[src/rtl/hash_pkg.sv]
// Shared types and helpers for the parametrised mining controller.
// The optional attempt counter in hash_ctrl_param is enabled by HASH_CYCLE_COUNT_EN.
package hash_pkg;

    typedef enum logic [2:0] {
        IDLE,
        REQ,
        CMP,
        OUT,
        DONE
    } state_e;

    localparam int N_ENTRADAS_DEF = 4;
    localparam int ENTRADA_W_DEF  = 96;
    localparam int NONCE_W_DEF    = 32;
    localparam int H_W_DEF        = 24;
    localparam int CMP_BYTES_DEF  = 2;
    localparam int H_W_MAX        = 64;

    // True when each of the cmp_bytes most-significant bytes of h is strictly below tgt.
    function automatic logic target_match(input logic [H_W_MAX-1:0] h,
                                          input logic [7:0]         tgt,
                                          input int                 h_w,
                                          input int                 cmp_bytes);
        logic               ok;
        logic [H_W_MAX-1:0] sh;
        ok = 1'b1;
        sh = '0;
        for (int k = 0; k < H_W_MAX / 8; k++) begin
            if (k < cmp_bytes) begin
                sh = h >> (h_w - 8 * (k + 1));
                if (sh[7:0] >= tgt) begin
                    ok = 1'b0;
                end
            end
        end
        return ok;
    endfunction

endpackage

[src/rtl/hash_hdr_ram.sv]
// Header storage: synchronous write, combinational read, contents not reset.
module hash_hdr_ram #(
    parameter int N_ENTRADAS = 4,
    parameter int ENTRADA_W  = 96,
    localparam int AW        = $clog2(N_ENTRADAS)
) (
    input  logic                 clk,
    input  logic                 we_i,
    input  logic [AW-1:0]        waddr_i,
    input  logic [ENTRADA_W-1:0] wdata_i,
    input  logic [AW-1:0]        raddr_i,
    output logic [ENTRADA_W-1:0] rdata_o
);

    logic [ENTRADA_W-1:0] mem_q [N_ENTRADAS];

    always_ff @(posedge clk) begin
        if (we_i) begin
            mem_q[waddr_i] <= wdata_i;
        end
    end

    assign rdata_o = mem_q[raddr_i];

endmodule

[src/rtl/hash_ctrl_param.sv]
// Nonce-sweeping mining controller over up to N_ENTRADAS stored headers.
// Define HASH_CYCLE_COUNT_EN to add the res_attempts output.
module hash_ctrl_param
    import hash_pkg::*;
#(
    parameter int                 N_ENTRADAS  = N_ENTRADAS_DEF,
    parameter int                 ENTRADA_W   = ENTRADA_W_DEF,
    parameter int                 NONCE_W     = NONCE_W_DEF,
    parameter int                 H_W         = H_W_DEF,
    parameter int                 CMP_BYTES   = CMP_BYTES_DEF,
    parameter logic [NONCE_W-1:0] NONCE_LIMIT = 32'h0000_FFFF,
    localparam int                AW          = $clog2(N_ENTRADAS),
    localparam int                CW          = AW + 1
) (
    input  logic                         clk,
    input  logic                         reset_L,
    input  logic                         wr_en,
    input  logic [AW-1:0]                wr_addr,
    input  logic [ENTRADA_W-1:0]         wr_data,
    input  logic [CW-1:0]                num_entradas,
    input  logic [7:0]                   target,
    input  logic                         start,
    output logic                         busy,
    output logic [ENTRADA_W+NONCE_W-1:0] bloque_in,
    output logic                         hash_req,
    input  logic                         hash_ack,
    input  logic [H_W-1:0]               H,
    output logic                         res_valid,
    input  logic                         res_ready,
    output logic [AW-1:0]                res_idx,
    output logic                         res_found,
    output logic [H_W-1:0]               bounty_out,
    output logic [NONCE_W-1:0]           nonce_valido_out,
`ifdef HASH_CYCLE_COUNT_EN
    output logic [NONCE_W-1:0]           res_attempts,
`endif
    output logic                         fin
);

    state_e               state_q, state_d;
    logic [AW-1:0]        idx_q, idx_d;
    logic [CW-1:0]        cnt_q, cnt_d;
    logic [NONCE_W-1:0]   nonce_q, nonce_d;
    logic [H_W-1:0]       h_q, h_d;
    logic [7:0]           tgt_q, tgt_d;
    logic [AW-1:0]        res_idx_q, res_idx_d;
    logic                 res_found_q, res_found_d;
    logic [H_W-1:0]       bounty_q, bounty_d;
    logic [NONCE_W-1:0]   nonce_out_q, nonce_out_d;
`ifdef HASH_CYCLE_COUNT_EN
    logic [NONCE_W-1:0]   attempts_q, attempts_d;
`endif

    logic [ENTRADA_W-1:0] hdr;
    logic [CW-1:0]        num_eff;
    logic                 match;
    logic                 last;

    hash_hdr_ram #(
        .N_ENTRADAS (N_ENTRADAS),
        .ENTRADA_W  (ENTRADA_W)
    ) u_ram (
        .clk     (clk),
        .we_i    (wr_en && !busy),
        .waddr_i (wr_addr),
        .wdata_i (wr_data),
        .raddr_i (idx_q),
        .rdata_o (hdr)
    );

    // Out-of-range entry counts (0 or above capacity) mean "process every slot".
    assign num_eff = (num_entradas == '0 || num_entradas > CW'(N_ENTRADAS))
                     ? CW'(N_ENTRADAS) : num_entradas;
    assign match   = target_match(H_W_MAX'(h_q), tgt_q, H_W, CMP_BYTES);
    assign last    = (CW'(idx_q) == cnt_q - CW'(1));

    always_comb begin
        state_d     = state_q;
        idx_d       = idx_q;
        cnt_d       = cnt_q;
        nonce_d     = nonce_q;
        h_d         = h_q;
        tgt_d       = tgt_q;
        res_idx_d   = res_idx_q;
        res_found_d = res_found_q;
        bounty_d    = bounty_q;
        nonce_out_d = nonce_out_q;
`ifdef HASH_CYCLE_COUNT_EN
        attempts_d  = attempts_q;
`endif
        unique case (state_q)
            IDLE: begin
                if (start) begin
                    cnt_d   = num_eff;
                    tgt_d   = target;
                    idx_d   = '0;
                    nonce_d = '0;
                    state_d = REQ;
                end
            end
            REQ: begin
                if (hash_ack) begin
                    h_d     = H;
                    state_d = CMP;
                end
            end
            CMP: begin
                if (match || nonce_q == NONCE_LIMIT) begin
                    res_idx_d   = idx_q;
                    res_found_d = match;
                    bounty_d    = match ? h_q : '0;
                    nonce_out_d = nonce_q;
`ifdef HASH_CYCLE_COUNT_EN
                    attempts_d  = nonce_q + NONCE_W'(1);
`endif
                    state_d     = OUT;
                end else begin
                    nonce_d = nonce_q + NONCE_W'(1);
                    state_d = REQ;
                end
            end
            OUT: begin
                if (res_ready) begin
                    if (last) begin
                        state_d = DONE;
                    end else begin
                        idx_d   = idx_q + AW'(1);
                        nonce_d = '0;
                        state_d = REQ;
                    end
                end
            end
            DONE:    state_d = IDLE;
            default: state_d = IDLE;
        endcase
    end

    always_ff @(posedge clk or negedge reset_L) begin
        if (!reset_L) begin
            state_q     <= IDLE;
            idx_q       <= '0;
            cnt_q       <= '0;
            nonce_q     <= '0;
            h_q         <= '0;
            tgt_q       <= '0;
            res_idx_q   <= '0;
            res_found_q <= 1'b0;
            bounty_q    <= '0;
            nonce_out_q <= '0;
`ifdef HASH_CYCLE_COUNT_EN
            attempts_q  <= '0;
`endif
        end else begin
            state_q     <= state_d;
            idx_q       <= idx_d;
            cnt_q       <= cnt_d;
            nonce_q     <= nonce_d;
            h_q         <= h_d;
            tgt_q       <= tgt_d;
            res_idx_q   <= res_idx_d;
            res_found_q <= res_found_d;
            bounty_q    <= bounty_d;
            nonce_out_q <= nonce_out_d;
`ifdef HASH_CYCLE_COUNT_EN
            attempts_q  <= attempts_d;
`endif
        end
    end

    // Outputs decode straight from the state register so reset clears them at once.
    assign hash_req         = (state_q == REQ);
    assign bloque_in        = hash_req ? {hdr, nonce_q} : '0;
    assign res_valid        = (state_q == OUT);
    assign fin              = (state_q == DONE);
    assign busy             = (state_q == REQ) || (state_q == CMP) || (state_q == OUT);
    assign res_idx          = res_idx_q;
    assign res_found        = res_found_q;
    assign bounty_out       = bounty_q;
    assign nonce_valido_out = nonce_out_q;
`ifdef HASH_CYCLE_COUNT_EN
    assign res_attempts     = attempts_q;
`endif

endmodule

[config.mk]
export PLATFORM = sky130hd
export DESIGN_NAME = hash_ctrl_param
export DESIGN_NICKNAME = d
export VERILOG_FILES = /design/src/rtl/hash_pkg.sv /design/src/rtl/hash_hdr_ram.sv /design/src/rtl/hash_ctrl_param.sv
export SDC_FILE = /design/constraint.sdc
export NUM_CORES = 1
export LEC_CHECK = 0
export CELL_PAD_IN_SITES_DETAIL_PLACEMENT = 1
export CELL_PAD_IN_SITES_GLOBAL_PLACEMENT = 2
export CORE_ASPECT_RATIO = 1.2
export CORE_MARGIN = 4
export CORE_UTILIZATION = 44
export CTS_BUF_LIST = sky130_fd_sc_hd__clkbuf_2
export CTS_CLUSTER_DIAMETER = 40
export DETAILED_ROUTE_END_ITERATION = 16
export PLACE_DENSITY_LB_ADDON = 0.05
export SYNTH_ARGS = -nofsm -noshare
export SYNTH_HDL_FRONTEND = slang
export SYNTH_HIERARCHICAL = 1
export SYNTH_SLANG_ARGS = --single-unit
export TNS_END_PERCENT = 5
[constraint.sdc]
create_clock -name clk -period 17.5 [get_ports clk]
set_input_delay 1.75 -clock clk [delete_from_list [all_inputs] [get_ports clk]]
set_output_delay 1.75 -clock clk [all_outputs]
set_load 0.02 [all_outputs]
==> run_results.csv <==
group,metric,value,unit
run_status,outcome,"finished clean",
detailed_routing,drt-total-wl,53800,µm
detailed_routing,dr.first_iter.drc_count,679,
floorplanning,ios,330,
grt,overflow,0,
final_layout,post-route-util,55.2,%
timing,hold_viol_final,0,
clock_tree,cts_made_buffers,136,
critical_path,ff2ff_path_depth,9,
min_path,min-delay-start,"bounty_out[2]$_DFFE_PN0P_",
critical_path,critPathArrivalTime,4.04,ns
clock_tree,tritoncts,"built",
timing,slew_viol_final,0,
detailed_routing,drc,0,
synth,synth_largest_area_cell,"edfxtp_1",
timing,finalSetupTns,0,ns
critical_path,r2r_slack,13.78,ns
clock_tree,cts_sinks,515,
clock_tree,path_clk_slew,0.09,ns
placement,post_dp_cell_area,24800,µm²
detailed_routing,wl_per_cell,23.3,µm
placement,dp_slack,12.74,ns
synth,synthCells,1193,
synth,synth.distinct_cells,64,
critical_path,slowest_delay,0.71,ns
critical_path,crit_chain,"nor2b_4, buf_4, buf_4, and3_1, clkdlybuf4s50_1",
final_layout,drive_above_1_share,23.8,%
timing,max_freq,173,MHz
synth,yosysTopAreaCellShare,54.8,%
critical_path,cp_num_buf_inv,3,
grt,grt_pass1_vias,13726,
min_path,min_to,"bounty_out[2]$_DFFE_PN0P_",
grt,antenna_found_initial,10,
floorplanning,die_w,208,µm
timing,worst_pin_slew,1.06,ns
clock_tree,clock_latency,1.07,ns
synth,synth_common_cells,"edfxtp_1 (384), and3_1 (131), dfrtp_1 (131), mux4_2 (96), o21ai_0 (47)",
timing,layout_min_cycle_time,5.79,ns
clock_tree,h-tree-depth,4,
synth,syn_area_per_cell,17.6,µm²
synth,synthMostInstantiatedCell,"edfxtp_1",
floorplanning,core_area,47100,µm²
timing,setup_viol,0,
power_and_ir_drop,p_leak,9.85,nW
critical_path,cpMostUsedCell,"buf_4",
detailed_routing,ant_nets,0,
floorplanning,initial_core_util,44.7,%
placement,gp_congestion,0.732,
final_layout,nNetsFinal,1755,
detailed_routing,first_pass_iters,5,
floorplanning,die_area,51400,µm²
power_and_ir_drop,powerDensity,146,nW/µm²
placement,dp.final_hpwl,33000,µm
critical_path,critPathKind,"reg2out",
synth,async_reset_ff_share,25.4,%
timing,slew_headroom,29.3,%
final_layout,finalInstanceArea,26000,µm²
critical_path,cp.depth,5,
clock_tree,clockRootBuffer,"clkbuf_2",
synth,ys_ff_latch,515,
critical_path,cp.required,15.75,ns
synth,syn-cell-area,21000,µm²
floorplanning,num_rows,87,
clock_tree,cts_resized,0,
critical_path,reg2reg_from,"idx_q[1]$_DFFE_PN0P_",
synth,ys_top_cells_by_area,"edfxtp_1 (55%), dfrtp_1 (16%), mux4_2 (10%)",
critical_path,start_kind,"flip-flop",
synth,yosys_warnings,6,
clock_tree,cts_hold_buffers,0,
timing,period_share,33.1,%
timing,fin_skew,0.0585,ns
grt,grt_max_degree,80,
synth,ys_seq_area_share,70.4,%
detailed_routing,vias,12533,
min_path,hold_path_class,"reg2reg",
power_and_ir_drop,irDropWorstVdd,0.0721,mV
synth,syn_nets,1351,
min_path,holdPathStages,1,
placement,io_buffers,329,
critical_path,critPathMaxFanout,70,
synth,synth-edff-count,384,
synth,ys.flop_type,"edfxtp_1",
floorplanning,die_h,248,µm
critical_path,critical_path.top_delay_family,"buffers and inverters",
timing,finalWorstSetupSlack,11.71,ns
critical_path,slowest_stage,"clkdlybuf4s50_1",
grt,gr-usage-all-layers,20.8,%
final_layout,area_delta_synth_final,23.6,%
critical_path,cp-end-kind,"output port",
clock_tree,clockBufferDepth,3,
timing,rsz0062_at_grt,"no",
timing,fin_worst_hold_slack,0.504,ns
critical_path,regToRegEndpoint,"nonce_q[7]$_DFFE_PN0P_",
clock_tree,post-cts-setup-buffers,0,
grt,grt_pass1_wl,82500,µm
run,drv_cap,0,
detailed_routing,vias_per_cell,5.42,
## worst max-delay path by stage
stage,startpoint,end,slack (ns)
final,state_q[0]$_DFFE_PN0P_,bloque_in[76],11.71
after global placement,idx_q[1]$_DFFE_PN0P_,bloque_in[119],12.76
after detailed placement,state_q[1]$_DFFE_PN0P_,bloque_in[122],12.74
after global routing,state_q[1]$_DFFE_PN0P_,bloque_in[71],11.33
after floorplan,wr_en,u_ram/mem_q[0][0]$_DFFE_PP_,7.87
after CTS,state_q[1]$_DFFE_PN0P_,bloque_in[71],11.47
## layout by cell type (no fill, tap or decap), drive strengths merged, types with 3 or more instances in the layout
cell type / netlist / routed
nand2: 37 / 37
o31ai: 21 / 21
and3: 135 / 135
a22o: 24 / 24
o41ai: 3 / 3
dfrtp: 131 / 131
nor3: 4 / 4
buf: 38 / 18
diode: 0 / 5
clkinv: 0 / 29
nand3: 16 / 16
a31oi: 11 / 11
nor2: 25 / 25
mux4: 96 / 96
bufinv: 0 / 3
or4: 4 / 4
clkdlybuf4s50: 0 / 328
and2: 12 / 12
edfxtp: 384 / 384
nand4: 9 / 9
ha: 19 / 19
nand3b: 3 / 3
mux2: 56 / 56
o21ai: 54 / 54
nand2b: 6 / 6
a21oi: 11 / 11
nor4: 5 / 5
o22a: 3 / 3
nor2b: 5 / 5
clkbuf: 42 / 192
inv: 19 / 22
## state kept, by name, indices dropped and copies added, names as in the netlist
| name | count |
|---|---|
| u_ram/mem_q | 384 |
| nonce_q | 32 |
| nonce_valido_out | 32 |
| bounty_out | 24 |
| h_q | 24 |
| tgt_q | 8 |
| cnt_q | 3 |
| state_q | 3 |
| idx_q | 2 |
| res_idx | 2 |
| res_found | 1 |
## metal layers
metal | up-vias | wire (µm) | track usage, %
met5 | - | 47 | 0
met4 | 10 | 1120 | 7.88
met3 | 94 | 3610 | 6.45
met2 | 373 | 27500 | 35.4
met1 | 6437 | 21500 | 25.2
li1 | 5619 | - | -
## cells by family after synthesis
logic type | share of synthesized area (%)
adders and majority gates | 1.13
AOI/OAI and AO/OA | 4.14
DFF | 70.4
xor gates and xnor gates | 0.125
and+or+nand+nor | 7.67
buffers and inverters | 2.60
muxes | 14.0
## through the flow
step / std cells / total power [W]
after CTS: 2309 / 0.00387
final: 2314 / 0.00380
after global placement: 2082 / 0.00302
after detailed placement: 2082 / 0.00304
after global routing: 2312 / 0.00404
after floorplan: 1193 / 0.00245
## layout make-up
type	instances	area, µm²
Inverter	19	72.6
Clock buffer	192	961
Antenna cell	5	12.5
Tap cell	623	779
Timing Repair Buffer	346	3420
Multi-Input combinational cell	579	5740
Clock inverter	35	218
Sequential cell	515	14800
Fill cell	4465	21100
## power by group
part | total, W | internal [W] | switching, W | leakage (nW)
Sequential | 0.00156 | 0.00146 | 0.0000967 | 5.17
Combinational | 0.00142 | 0.000670 | 0.000754 | 3.76
Clock | 0.000812 | 0.000336 | 0.000476 | 0.915
Total | 0.00380 | 0.00247 | 0.00133 | 9.85
(Power assumes the default switching activity.)
